`config.mk`:
```
export PLATFORM = sky130hd
export DESIGN_NAME = ss_ptr_tracker
export DESIGN_NICKNAME = d
export VERILOG_FILES = /design/src/rtl/ss_ptr_tracker.sv
export SDC_FILE = /design/constraint.sdc
export NUM_CORES = 1
export LEC_CHECK = 0
export ABC_AREA = 0
export CORE_MARGIN = 2
export CORE_UTILIZATION = 40
export DETAILED_ROUTE_END_ITERATION = 6
export DONT_BUFFER_PORTS = 1
export HOLD_SLACK_MARGIN = 0.06
export PLACE_DENSITY = 0.58
export SLEW_MARGIN = 20
export SYNTH_ARGS = -nofsm -noshare
export SYNTH_HDL_FRONTEND = slang
export SYNTH_SLANG_ARGS = --single-unit
```
`constraint.sdc`:
```
create_clock -name clk_i -period 4.1 [get_ports clk_i]
set_clock_uncertainty 0.1 [all_clocks]
set_input_delay 0.615 -clock clk_i [delete_from_list [all_inputs] [get_ports clk_i]]
set_output_delay 0.615 -clock clk_i [all_outputs]
set_load 0.02 [all_outputs]
```
`src/rtl/ss_ptr_tracker.sv`:
```
// rtl/ss_ptr_tracker.sv - shadow-stack pointer tracker with speculative/committed SSP and push queue
module ss_ptr_tracker #(
    parameter int SSP_W      = 64,
    parameter int SLOT_BYTES = 8,
    parameter int DEPTH      = 4,
    parameter int TID_W      = 3
) (
    input  logic             clk_i,
    input  logic             rst_ni,
    input  logic             flush_i,
    input  logic             csr_ssp_we_i,
    input  logic [SSP_W-1:0] csr_ssp_i,
    input  logic [SSP_W-1:0] ss_base_i,
    input  logic             wb_valid_i,
    input  logic [TID_W-1:0] wb_trans_id_i,
    input  logic             wb_ss_push_i,
    input  logic             wb_ex_valid_i,
    input  logic             commit_i,
    input  logic [TID_W-1:0] commit_trans_id_i,
    output logic             ready_o,
    output logic [SSP_W-1:0] ssp_o,
    output logic [SSP_W-1:0] committed_ssp_o,
    output logic             overflow_o,
    output logic [TID_W-1:0] overflow_trans_id_o,
    output logic             pending_o
);

    localparam int PTR_W = $clog2(DEPTH);
    localparam int CNT_W = PTR_W + 1;
    localparam logic [SSP_W-1:0] SLOT      = SSP_W'(SLOT_BYTES);
    localparam logic [CNT_W-1:0] DEPTH_CNT = CNT_W'(DEPTH);

    logic [SSP_W-1:0] ssp_q;
    logic [SSP_W-1:0] committed_q;
    logic [TID_W-1:0] tag_q [DEPTH];
    logic [PTR_W-1:0] head_q;
    logic [PTR_W-1:0] tail_q;
    logic [CNT_W-1:0] count_q;
    logic             overflow_q;
    logic [TID_W-1:0] overflow_id_q;

    logic             push_cand;
    logic             limit_fail;
    logic             push_acc;
    logic             commit_hit;
    logic [SSP_W-1:0] committed_next;
    logic [CNT_W-1:0] count_next;

    // Classify this cycle's writeback and commit; a flush or CSR write masks pushes.
    always_comb begin
        push_cand      = wb_valid_i & wb_ss_push_i & ~wb_ex_valid_i & ~flush_i & ~csr_ssp_we_i;
        // One extra bit keeps base + slot from wrapping near the top of the address space.
        limit_fail     = {1'b0, ssp_q} < ({1'b0, ss_base_i} + {1'b0, SLOT});
        push_acc       = push_cand & ~limit_fail & (count_q < DEPTH_CNT);
        commit_hit     = commit_i & ~csr_ssp_we_i & (count_q != '0)
                         & (commit_trans_id_i == tag_q[head_q]);
        committed_next = commit_hit ? committed_q - SLOT : committed_q;
        count_next     = count_q;
        if (push_acc && !commit_hit) begin
            count_next = count_q + 1'b1;
        end else if (commit_hit && !push_acc) begin
            count_next = count_q - 1'b1;
        end
    end

    // SSP registers and the in-order queue of uncommitted push tags.
    always_ff @(posedge clk_i or negedge rst_ni) begin
        if (!rst_ni) begin
            ssp_q       <= '0;
            committed_q <= '0;
            head_q      <= '0;
            tail_q      <= '0;
            count_q     <= '0;
            for (int i = 0; i < DEPTH; i++) begin
                tag_q[i] <= '0;
            end
        end else if (csr_ssp_we_i) begin
            ssp_q       <= csr_ssp_i;
            committed_q <= csr_ssp_i;
            head_q      <= '0;
            tail_q      <= '0;
            count_q     <= '0;
        end else if (flush_i) begin
            // Roll back to the architectural value, including a same-cycle commit.
            ssp_q       <= committed_next;
            committed_q <= committed_next;
            head_q      <= '0;
            tail_q      <= '0;
            count_q     <= '0;
        end else begin
            committed_q <= committed_next;
            count_q     <= count_next;
            if (commit_hit) begin
                head_q <= head_q + 1'b1;
            end
            if (push_acc) begin
                ssp_q         <= ssp_q - SLOT;
                tag_q[tail_q] <= wb_trans_id_i;
                tail_q        <= tail_q + 1'b1;
            end
        end
    end

    // Overflow pulse for one cycle; the id of the last rejected push is held.
    always_ff @(posedge clk_i or negedge rst_ni) begin
        if (!rst_ni) begin
            overflow_q    <= 1'b0;
            overflow_id_q <= '0;
        end else begin
            overflow_q <= push_cand & limit_fail;
            if (push_cand && limit_fail) begin
                overflow_id_q <= wb_trans_id_i;
            end
        end
    end

    assign ready_o             = count_q < DEPTH_CNT;
    assign pending_o           = count_q != '0;
    assign ssp_o               = ssp_q;
    assign committed_ssp_o     = committed_q;
    assign overflow_o          = overflow_q;
    assign overflow_trans_id_o = overflow_id_q;

endmodule

```
==> results of run 1 <==
==> cells by family after synthesis <==
logic type / synth area share [%]
xor+xnor: 11.2
compound gates: 14.2
mux: 7.10
flops: 31.7
simple gates: 24.9
buf+inv: 3.27
fa+ha+maj: 7.61
==> routing by layer <==
metal	track usage (%)	vias to the layer above	routed length (µm)
li1	-	5207	-
met1	31.0	5520	16400
met2	49.8	420	22600
met3	9.64	70	4240
met4	9.23	0	1320
met5	0	-	0
==> synthesized netlist by cell type, drive strengths merged (50+ instances only) <==
cell    count  area (µm²)
a21oi      88         440
clkbuf     52         195
dfrtp     151        3780
ha         71         888
mux2       63         709
nand2     112         420
nand3      52         265
nor2      111         417
nor3       58         295
nor4       50         440
xnor2      77         674
xor2       76         666
==> sequential cells by signal, summed over array words and instances (netlist names) <==
name and cells:
committed_ssp_o 64, count_q 3, head_q 2, overflow_o 1
overflow_trans_id_o 3, ssp_o 64, tag_q 12, tail_q 2
==> through the flow <==
| stage | utilization, % | total power, µW | area [µm²] | TNS, ns | hold WS (ns) |
|---|---|---|---|---|---|
| 3_5_place_dp | 44.6 | 3070 | 13100 | -29.97 | 0.229 |
| 4_1_cts | 47.4 | 4680 | 14000 | -0.493 | -0.240 |
| 5_1_grt | 48.6 | 4930 | 14300 | -15.45 | -0.246 |
| 3_3_place_gp | 44.6 | 3050 | 13100 | -26.13 | 0.230 |
| 2_1_floorplan | - | 2670 | 12000 | -1.80 | 0.219 |
| 6_report | 48.6 | 4710 | 14300 | -0.826 | -0.227 |
==> power groups by stage <==
stage	combinational, µW	sequential, µW	clock, µW
after floorplan	644	2030	0
after global placement	979	2070	0
after detailed placement	999	2070	0
after CTS	1020	2040	1620
after global routing	1160	2070	1700
final	1060	2040	1610
==> area by class of cell <==
| cell class | count | area [µm²] |
|---|---|---|
| clock inverter | 14 | 144 |
| clock buffer | 18 | 439 |
| timing repair buffer | 141 | 1230 |
| multi-input combinational | 1104 | 8110 |
| fill | 2865 | 15200 |
| inverter | 33 | 125 |
| sequential | 151 | 3780 |
| tap | 390 | 488 |
==> how the worst max path moves through the flow <==
stage	end	slack [ns]	cells past startpoint
final	count_q[2]	-0.13	20
after floorplan	count_q[2]	-0.35	20
after global placement	count_q[2]	-0.55	20
after CTS	count_q[2]	-0.13	20
after detailed placement	count_q[2]	-0.63	20
after global routing	count_q[2]	-0.38	20
==> worst reg2reg max path, cell delays in order, from the launching register on <==
cell and delay, ns:
dfrtp_1 0.51, or4_1 0.64, or3_1 0.41, or4_4 0.61
nor4_4 0.41, nand4b_1 0.16, xor2_1 0.19, o21ai_0 0.21
or3b_1 0.42
==> placed cells by master, fill, tap and decap left out, types with 52 or more instances in the layout <==
| cell | instances |
|---|---|
| dfrtp_1 | 151 |
| nand2_1 | 104 |
| nor3_1 | 52 |
| a21oi_1 | 85 |
| xor2_1 | 75 |
| ha_1 | 69 |
| buf_4 | 122 |
| nor2_1 | 104 |
| xnor2_1 | 77 |
| mux2_2 | 61 |
==> timing repair <==
item                       in CTS  in global routing
hold endpoints to repair      151                151
gates cloned                    1                  2
setup endpoints to repair       8                 82
gates resized for setup        22                 54
pin swaps                      23                 29
buffers inserted               15                 11
==> flow_summary.json, run 1 <==
{
  "power_switching_share_pct": 37.2,
  "drcViolationCount": 0,
  "p_int_uw": 2960,
  "ant_nets": 0,
  "startpoint": "ss_base_i[35]",
  "dp_slack_ns": -0.626,
  "grt_pass1_vias": 11300,
  "grt_usage_pct": 27.9,
  "viasPerCell": 6.06,
  "die_w_um": 177,
  "htree_levels": 4,
  "power.share.sequential_pct": 43.3,
  "final_nets": 1662,
  "synth_cell_type_count": 77,
  "dpl.hpwl_um": 33900,
  "fmax_mhz": 236,
  "start_util_pct": 40.5,
  "maxCapViolCount": 0,
  "num_vias": 11200,
  "crit_buf_inv": 0,
  "rr_worst_depth": 8,
  "ys_ff_latch": 151,
  "dr.pass1.iters": 4,
  "comb_power_share_pct": 22.6,
  "numCtsBuffers": 17,
  "violations": "hold timing, setup timing",
  "syn_inst": 1352,
  "max_stage_delay_ns": 0.36,
  "hold_slack_ns": -0.227,
  "cts.clk_slew.worst_paths_ns": 0.08,
  "wl_um": 44600,
  "syn-num-nets": 1566,
  "rows": 63,
  "syn_to_final_growth_pct": 20.0,
  "num_antenna_cells": 0,
  "cp_cell_sequence": "nand4_1 -> nor4_4 -> nand4_1 -> nor2_2 -> nand3_2 -> nor2_4 -> nand3_2 -> xor2_2 -> ha_1 -> nand4_1 -> nor3_2 -> a221oi_2 -> o211ai_1 -> and2_4 -> o21a_1 -> ha_2 -> fa_2 -> xnor2_1 -> or3_1 -> a21oi_1",
  "layout.cells.non_filler": 1851,
  "grt_max_degree": 152,
  "ios": 276,
  "crit-reg2reg-launch": "committed_ssp_o[8]",
  "min_period_ns": 4.23,
  "crit_path_frequent_cell": "nand4_1",
  "io_buffers": 0,
  "die-area_um2": 31200,
  "cts_sinks": 151,
  "cp_top_family": "simple AND/OR/NAND/NOR gates",
  "cp.arrival_ns": 4.49,
  "hp-class": "primary input to async pin",
  "grt_remaining_overflow": 0,
  "grt_pass1_wl_um": 66300,
  "period_share_pct": 103,
  "clock_latency_ns": 0.44,
  "synth_edf_count": 0,
  "clockPowerShare_pct": 34.1,
  "synth_ff_type": "dfrtp_1",
  "path_max_fanout": 4,
  "r2r_setup_slack_ns": 0.32,
  "crit_path_end_kind": "register",
  "tightestPinTransition_ns": 0.866,
  "async_reset_ff_share_pct": 100,
  "yosysWarnings": 0,
  "synth_area_um2": 11900,
  "root_buffer": "clkbuf_16",
  "first_iter_violations": 760,
  "slew_headroom_pct": 42.2,
  "core_um2": 29500,
  "antenna_found_initial": 0,
  "status": "finished, violations left",
  "finalHoldViolCount": 151,
  "wl_per_cell_um": 24.1,
  "place.gp.congestion": 0.935,
  "yosysSeqAreaShare_pct": 31.7,
  "rsz0062_at_grt": "yes",
  "rr_endpoint": "ssp_o[58]",
  "drive_above_1_share_pct": 22.2,
  "setup_ws_ns": -0.133,
  "clockBufferDepth": 2,
  "syn_area_per_cell_um2": 8.83,
  "cts_tree": "built",
  "peakVddDrop_mv": 0.237,
  "dp_cells": 1791,
  "power_per_cell_area_nw_per_um2": 329,
  "setup_viol": 25,
  "cp_slowest_cell": "nor4_4",
  "power.switching_uw": 1750,
  "slew_viol_final": 0,
  "die_h_um": 177,
  "worstSetupStartpointType": "primary input",
  "p_leak_uw": 0.00576,
  "crit_type": "primary input to register",
  "required_ns": 4.35
}
(Power assumes the default switching activity.)
==> run 2, diff against run 1 <==
--- a/config.mk
+++ b/config.mk
@@ -11,7 +11,7 @@
 export DETAILED_ROUTE_END_ITERATION = 6
 export DONT_BUFFER_PORTS = 1
 export HOLD_SLACK_MARGIN = 0.06
-export PLACE_DENSITY = 0.58
+export PLACE_DENSITY = 0.6
 export SLEW_MARGIN = 20
 export SYNTH_ARGS = -nofsm -noshare
 export SYNTH_HDL_FRONTEND = slang
==> constraint.sdc (replaced) <==
create_clock -name clk_i -period 3.55 [get_ports clk_i]
set_clock_uncertainty 0.1 [all_clocks]
set_input_delay 0 -clock clk_i [delete_from_list [all_inputs] [get_ports clk_i]]
set_output_delay 0 -clock clk_i [all_outputs]
set_load 0.02 [all_outputs]
==> flow_summary.json, run 2 (synthesis gave the netlist of run 1 again) <==
{
  "status": "finished, violations left",
  "violations": "hold timing, setup timing",
  "grt_remaining_overflow": 0,
  "dr.pass1.iters": 5,
  "layout_common_cells": "buf_4 (200), dfrtp_1 (151), nor2_1 (106)",
  "rr_endpoint": "ssp_o[60]",
  "setup_viol": 9,
  "antenna_found_initial": 5,
  "startpoint": "ss_base_i[28]",
  "clockBufferDepth": 2,
  "crit_path_end_kind": "register",
  "required_ns": 3.80,
  "first_iter_violations": 874,
  "die-area_um2": 31200,
  "drive_above_1_share_pct": 23.3,
  "syn_to_final_growth_pct": 29.5,
  "place.gp.congestion": 0.937,
  "cts.clk_slew.worst_paths_ns": 0.07,
  "grt_usage_pct": 28.8,
  "viasPerCell": 5.99,
  "crit_buf_inv": 4,
  "maxCapViolCount": 0,
  "placed_cell_area_um2": 13800,
  "rows": 63,
  "period_share_pct": 105,
  "setup_ws_ns": -0.160,
  "slew_headroom_pct": 47.8,
  "num_vias": 12000,
  "hold_slack_ns": -0.846,
  "layout_commonest_cell": "buf_4",
  "power_per_cell_area_nw_per_um2": 365,
  "cp_top_family": "simple AND/OR/NAND/NOR gates",
  "ios": 276,
  "cp_slowest_cell": "nor4_4",
  "start_util_pct": 40.5,
  "crit-reg2reg-launch": "ssp_o[8]",
  "htree_levels": 4,
  "tns_ns": -0.400,
  "tightestPinTransition_ns": 0.784,
  "fin_area_um2": 15500,
  "p_leak_uw": 0.00634,
  "crit_path_frequent_cell": "buf_4",
  "die_w_um": 177,
  "core_um2": 29500,
  "path_max_fanout": 4,
  "peakVddDrop_mv": 0.324,
  "path_depth": 23,
  "ctsHoldBuffers": 84,
  "dpl.hpwl_um": 34700,
  "cp.arrival_ns": 3.96,
  "numCtsBuffers": 17,
  "clock_latency_ns": 0.44,
  "hp-class": "primary input to async pin",
  "drcViolationCount": 0,
  "rsz0062_at_grt": "yes",
  "slew_viol_final": 0,
  "max_stage_delay_ns": 0.38,
  "fmax_mhz": 270,
  "r2r_setup_slack_ns": -0.01,
  "wl_per_cell_um": 22.6,
  "min_period_ns": 3.71,
  "finalHoldViolCount": 151,
  "wl_um": 45400,
  "rr_worst_depth": 9,
  "grt_max_degree": 152,
  "grt_pass1_wl_um": 68600,
  "crit_type": "primary input to register",
  "io_buffers": 0,
  "crit_end": "count_q[2]",
  "cts_tree": "built",
  "root_buffer": "clkbuf_16",
  "grt_pass1_vias": 12100,
  "worstSetupStartpointType": "primary input",
  "ant_nets": 0,
  "cp_cell_sequence": "nand4_1 -> nor4_4 -> buf_4 -> buf_4 -> nand2_2 -> nor2_1 -> buf_4 -> nand4_1 -> buf_4 -> nor2_2 -> xnor2_1 -> ha_1 -> a21oi_1 -> nor2_1 -> a211oi_1 -> o211ai_1 -> and2_4 -> o21a_1 -> ha_2 -> fa_2 -> xnor2_1 -> or3_1 -> a21oi_1",
  "final_nets": 1812,
  "die_h_um": 177,
  "cts_sinks": 151
}
-- run 2: worst min path at each step --
stage | start | end | slack, ns | cells after the start
floorplan | rst_ni | committed_ssp_o[0] | -0.40 | 0
global placement | rst_ni | committed_ssp_o[55] | -0.39 | 0
detailed placement | rst_ni | committed_ssp_o[55] | -0.39 | 0
CTS | rst_ni | committed_ssp_o[55] | -0.86 | 0
global route | rst_ni | committed_ssp_o[55] | -0.86 | 0
finish | rst_ni | committed_ssp_o[55] | -0.85 | 0
-- run 2: cell type report --
type	count	area [µm²]
fillers	2817	14000
flip-flops and latches	151	3780
clock buffers	18	429
multi-input cells	1104	7980
well taps	390	488
repair buffers	291	2500
diodes	4	10.0
clock inverters	14	139
inverters	33	125
-- run 2: stage by stage --
step / hold WS [ns] / setup slack (ns) / cells / total power, µW / util (%)
final: -0.846 / -0.160 / 2005 / 5630 / 52.4
after global routing: -0.858 / -0.381 / 2004 / 5870 / 52.4
after CTS: -0.856 / -0.129 / 1993 / 5630 / 51.9
after detailed placement: -0.387 / -0.660 / 1869 / 3670 / 46.7
after global placement: -0.387 / -0.579 / 1869 / 3640 / 46.7
after floorplan: -0.396 / -0.288 / 1352 / 3090 / -
-- run 2: layer usage --
layer / up-vias / GRT usage [%] / share of wire [%]
met4: 0 / 12.4 / 4.0
met2: 468 / 51.8 / 51
met3: 96 / 6.81 / 7.8
li1: 5521 / - / -
met5: - / 0 / 0
met1: 5920 / 32.4 / 38
-- run 2: report_power, final --
part / switching [µW] / internal [µW] / total, µW
registers: 303 / 1900 / 2200
logic: 888 / 707 / 1590
clock network: 851 / 985 / 1840
-- run 2: worst reg2reg max path, delay by kind of cell, from the launching register on --
family,cells,cell delay (ns)
and+or+nand+nor,6,2.34
DFF,1,0.42
AOI/OAI and AO/OA,2,0.39
buffers and inverters,1,0.19
-- run 2: repair_timing --
item                       4_1_cts  5_1_grt
pin swaps                       10       17
hold endpoints to repair       295      151
gates resized for setup          8       28
buffers inserted                 8        8
setup endpoints to repair       17       85
==> run 3, diff against run 2 <==
--- a/config.mk
+++ b/config.mk
@@ -6,12 +6,14 @@
 export NUM_CORES = 1
 export LEC_CHECK = 0
 export ABC_AREA = 0
+export CAP_MARGIN = 20
 export CORE_MARGIN = 2
 export CORE_UTILIZATION = 40
 export DETAILED_ROUTE_END_ITERATION = 6
 export DONT_BUFFER_PORTS = 1
 export HOLD_SLACK_MARGIN = 0.06
-export PLACE_DENSITY = 0.6
+export PLACE_DENSITY = 0.58
+export REMOVE_ABC_BUFFERS = 1
 export SLEW_MARGIN = 20
 export SYNTH_ARGS = -nofsm -noshare
 export SYNTH_HDL_FRONTEND = slang
==> flow_summary.json, run 3 (synthesis gave the netlist of run 1 again) <==
{
  "dpl.hpwl_um": 33700,
  "fillers": 2706,
  "place.gp.congestion": 0.928,
  "power_per_cell_area_nw_per_um2": 361,
  "layout_common_cells": "buf_4 (221), dfrtp_1 (150), nand2_1 (106)",
  "required_ns": 3.81,
  "p_int_uw": 3860,
  "dr.pass1.iters": 5,
  "maxCapViolCount": 0,
  "grt_remaining_overflow": 0,
  "crit-reg2reg-launch": "ssp_o[4]",
  "slew_headroom_pct": 52.2,
  "ctsHoldBuffers": 79,
  "first_iter_violations": 962,
  "multi_input_area_um2": 8360,
  "clock_latency_ns": 0.43,
  "grt_pass1_vias": 12000,
  "startpoint": "ss_base_i[13]",
  "min_period_ns": 3.76,
  "wl_um": 46400,
  "crit_path_end_kind": "register",
  "cts.clk_slew.worst_paths_ns": 0.07,
  "wl_per_cell_um": 22.7,
  "hold_slack_ns": -0.837,
  "cp.arrival_ns": 4.02,
  "start_util_pct": 40.5,
  "r2r_setup_slack_ns": -0.02,
  "grt_usage_pct": 28.9,
  "period_share_pct": 106,
  "finalHoldViolCount": 151,
  "ant_nets": 0,
  "clockBufferDepth": 2,
  "status": "finished, violations left",
  "clockPowerShare_pct": 33.9,
  "p_leak_uw": 0.00683,
  "root_buffer": "clkbuf_16",
  "fin_area_um2": 16300,
  "setup_viol": 10,
  "hp-class": "primary input to async pin",
  "crit_type": "primary input to register",
  "ios": 276,
  "fin_util_pct": 55.5,
  "setup_ws_ns": -0.213,
  "syn_to_final_growth_pct": 37.0,
  "worstSetupStartpointType": "primary input",
  "viasPerCell": 5.94,
  "antenna_found_initial": 2,
  "rows": 63,
  "rsz0062_at_grt": "yes",
  "layout_commonest_cell": "buf_4",
  "drive_above_1_share_pct": 27.8,
  "slew_viol_final": 0,
  "peakVddDrop_mv": 0.228,
  "die_h_um": 177,
  "core_um2": 29500,
  "final_nets": 1854,
  "numCtsBuffers": 17,
  "crit_end": "count_q[2]",
  "path_max_fanout": 4,
  "power.share.sequential_pct": 36.5,
  "die_w_um": 177,
  "rr_endpoint": "count_q[2]",
  "die-area_um2": 31200,
  "violations": "hold timing, setup timing",
  "grt_pass1_wl_um": 69100,
  "io_buffers": 0,
  "grt_max_degree": 152,
  "fmax_mhz": 266,
  "drcViolationCount": 0,
  "power_switching_share_pct": 34.6,
  "rr_worst_depth": 15,
  "cts_sinks": 151,
  "placed_cell_area_um2": 13900,
  "seq_area_um2": 3780,
  "cts_tree": "built",
  "tightestPinTransition_ns": 0.717,
  "htree_levels": 4,
  "comb_power_share_pct": 29.6,
  "num_vias": 12200,
  "power.switching_uw": 2040
}
-- run 3: stage by stage --
step / setup slack [ns] / TNS [ns] / cells / power [µW] / hold WS (ns)
after floorplan: -1.25 / -77.76 / 1288 / 3060 / -0.396
after global placement: -0.944 / -50.90 / 1905 / 3640 / -0.392
after detailed placement: -1.05 / -57.01 / 1905 / 3670 / -0.391
after CTS: -0.243 / -7.45 / 2028 / 5810 / -0.850
after global routing: -0.380 / -9.41 / 2044 / 6170 / -0.863
final: -0.213 / -0.447 / 2044 / 5910 / -0.837
-- run 3: power groups by stage --
stage	Combinational (µW)	Sequential, µW	Clock [µW]
floorplan	712	2350	0
global placement	1470	2180	0
detailed placement	1490	2180	0
CTS	1640	2150	2020
global route	1890	2180	2100
finish	1750	2150	2000
-- run 3: how the worst min path moves through the flow --
stage,cells after the start,slack [ns],from,endpoint
finish,0,-0.84,rst_ni,committed_ssp_o[2]
global route,0,-0.86,rst_ni,committed_ssp_o[2]
CTS,0,-0.85,rst_ni,committed_ssp_o[1]
detailed placement,0,-0.39,rst_ni,committed_ssp_o[1]
global placement,0,-0.39,rst_ni,committed_ssp_o[0]
floorplan,0,-0.40,rst_ni,committed_ssp_o[0]
-- run 3: repair_timing --
| item | CTS | global route |
|---|---|---|
| gates cloned | 0 | 3 |
| gates resized for setup | 39 | 125 |
| pin swaps | 20 | 45 |
| hold endpoints to repair | 295 | 151 |
| endpoints found under the setup margin | 80 | 82 |
| buffers inserted | 12 | 20 |
-- run 3: layout make-up --
cell class                 count  area share (%)
antenna                        1          0.0153
multi-input combinational   1104            51.2
sequential                   151            23.1
tap                          390            2.98
timing repair buffer         333            18.1
clock inverter                11           0.980
clock buffer                  21            2.88
inverter                      33           0.765
-- run 3: layer usage --
metal / part of all wire, % / vias to the layer above / global-route usage [%] / wire length (µm)
li1: - / 5603 / - / -
met1: 42 / 5905 / 37.5 / 19500
met2: 47 / 563 / 47.5 / 21700
met3: 8.7 / 80 / 6.89 / 4050
met4: 2.5 / 0 / 8.85 / 1160
met5: 0 / - / 0 / 0
-- run 3: worst max-delay path, stage by stage --
cell      delay, ns
and4_4         0.23
and4_1         0.32
nand4_1        0.28
nor2_2         0.22
nand3_2        0.13
nor2_4         0.17
nand3_1        0.11
xor2_1         0.15
ha_1           0.27
nand4_1        0.14
nor3_2         0.08
a221oi_2       0.22
o211ai_1       0.21
and2_4         0.20
o21a_1         0.20
ha_4           0.17
fa_2           0.33
xnor2_1        0.14
or3_1          0.33
a21oi_2        0.12
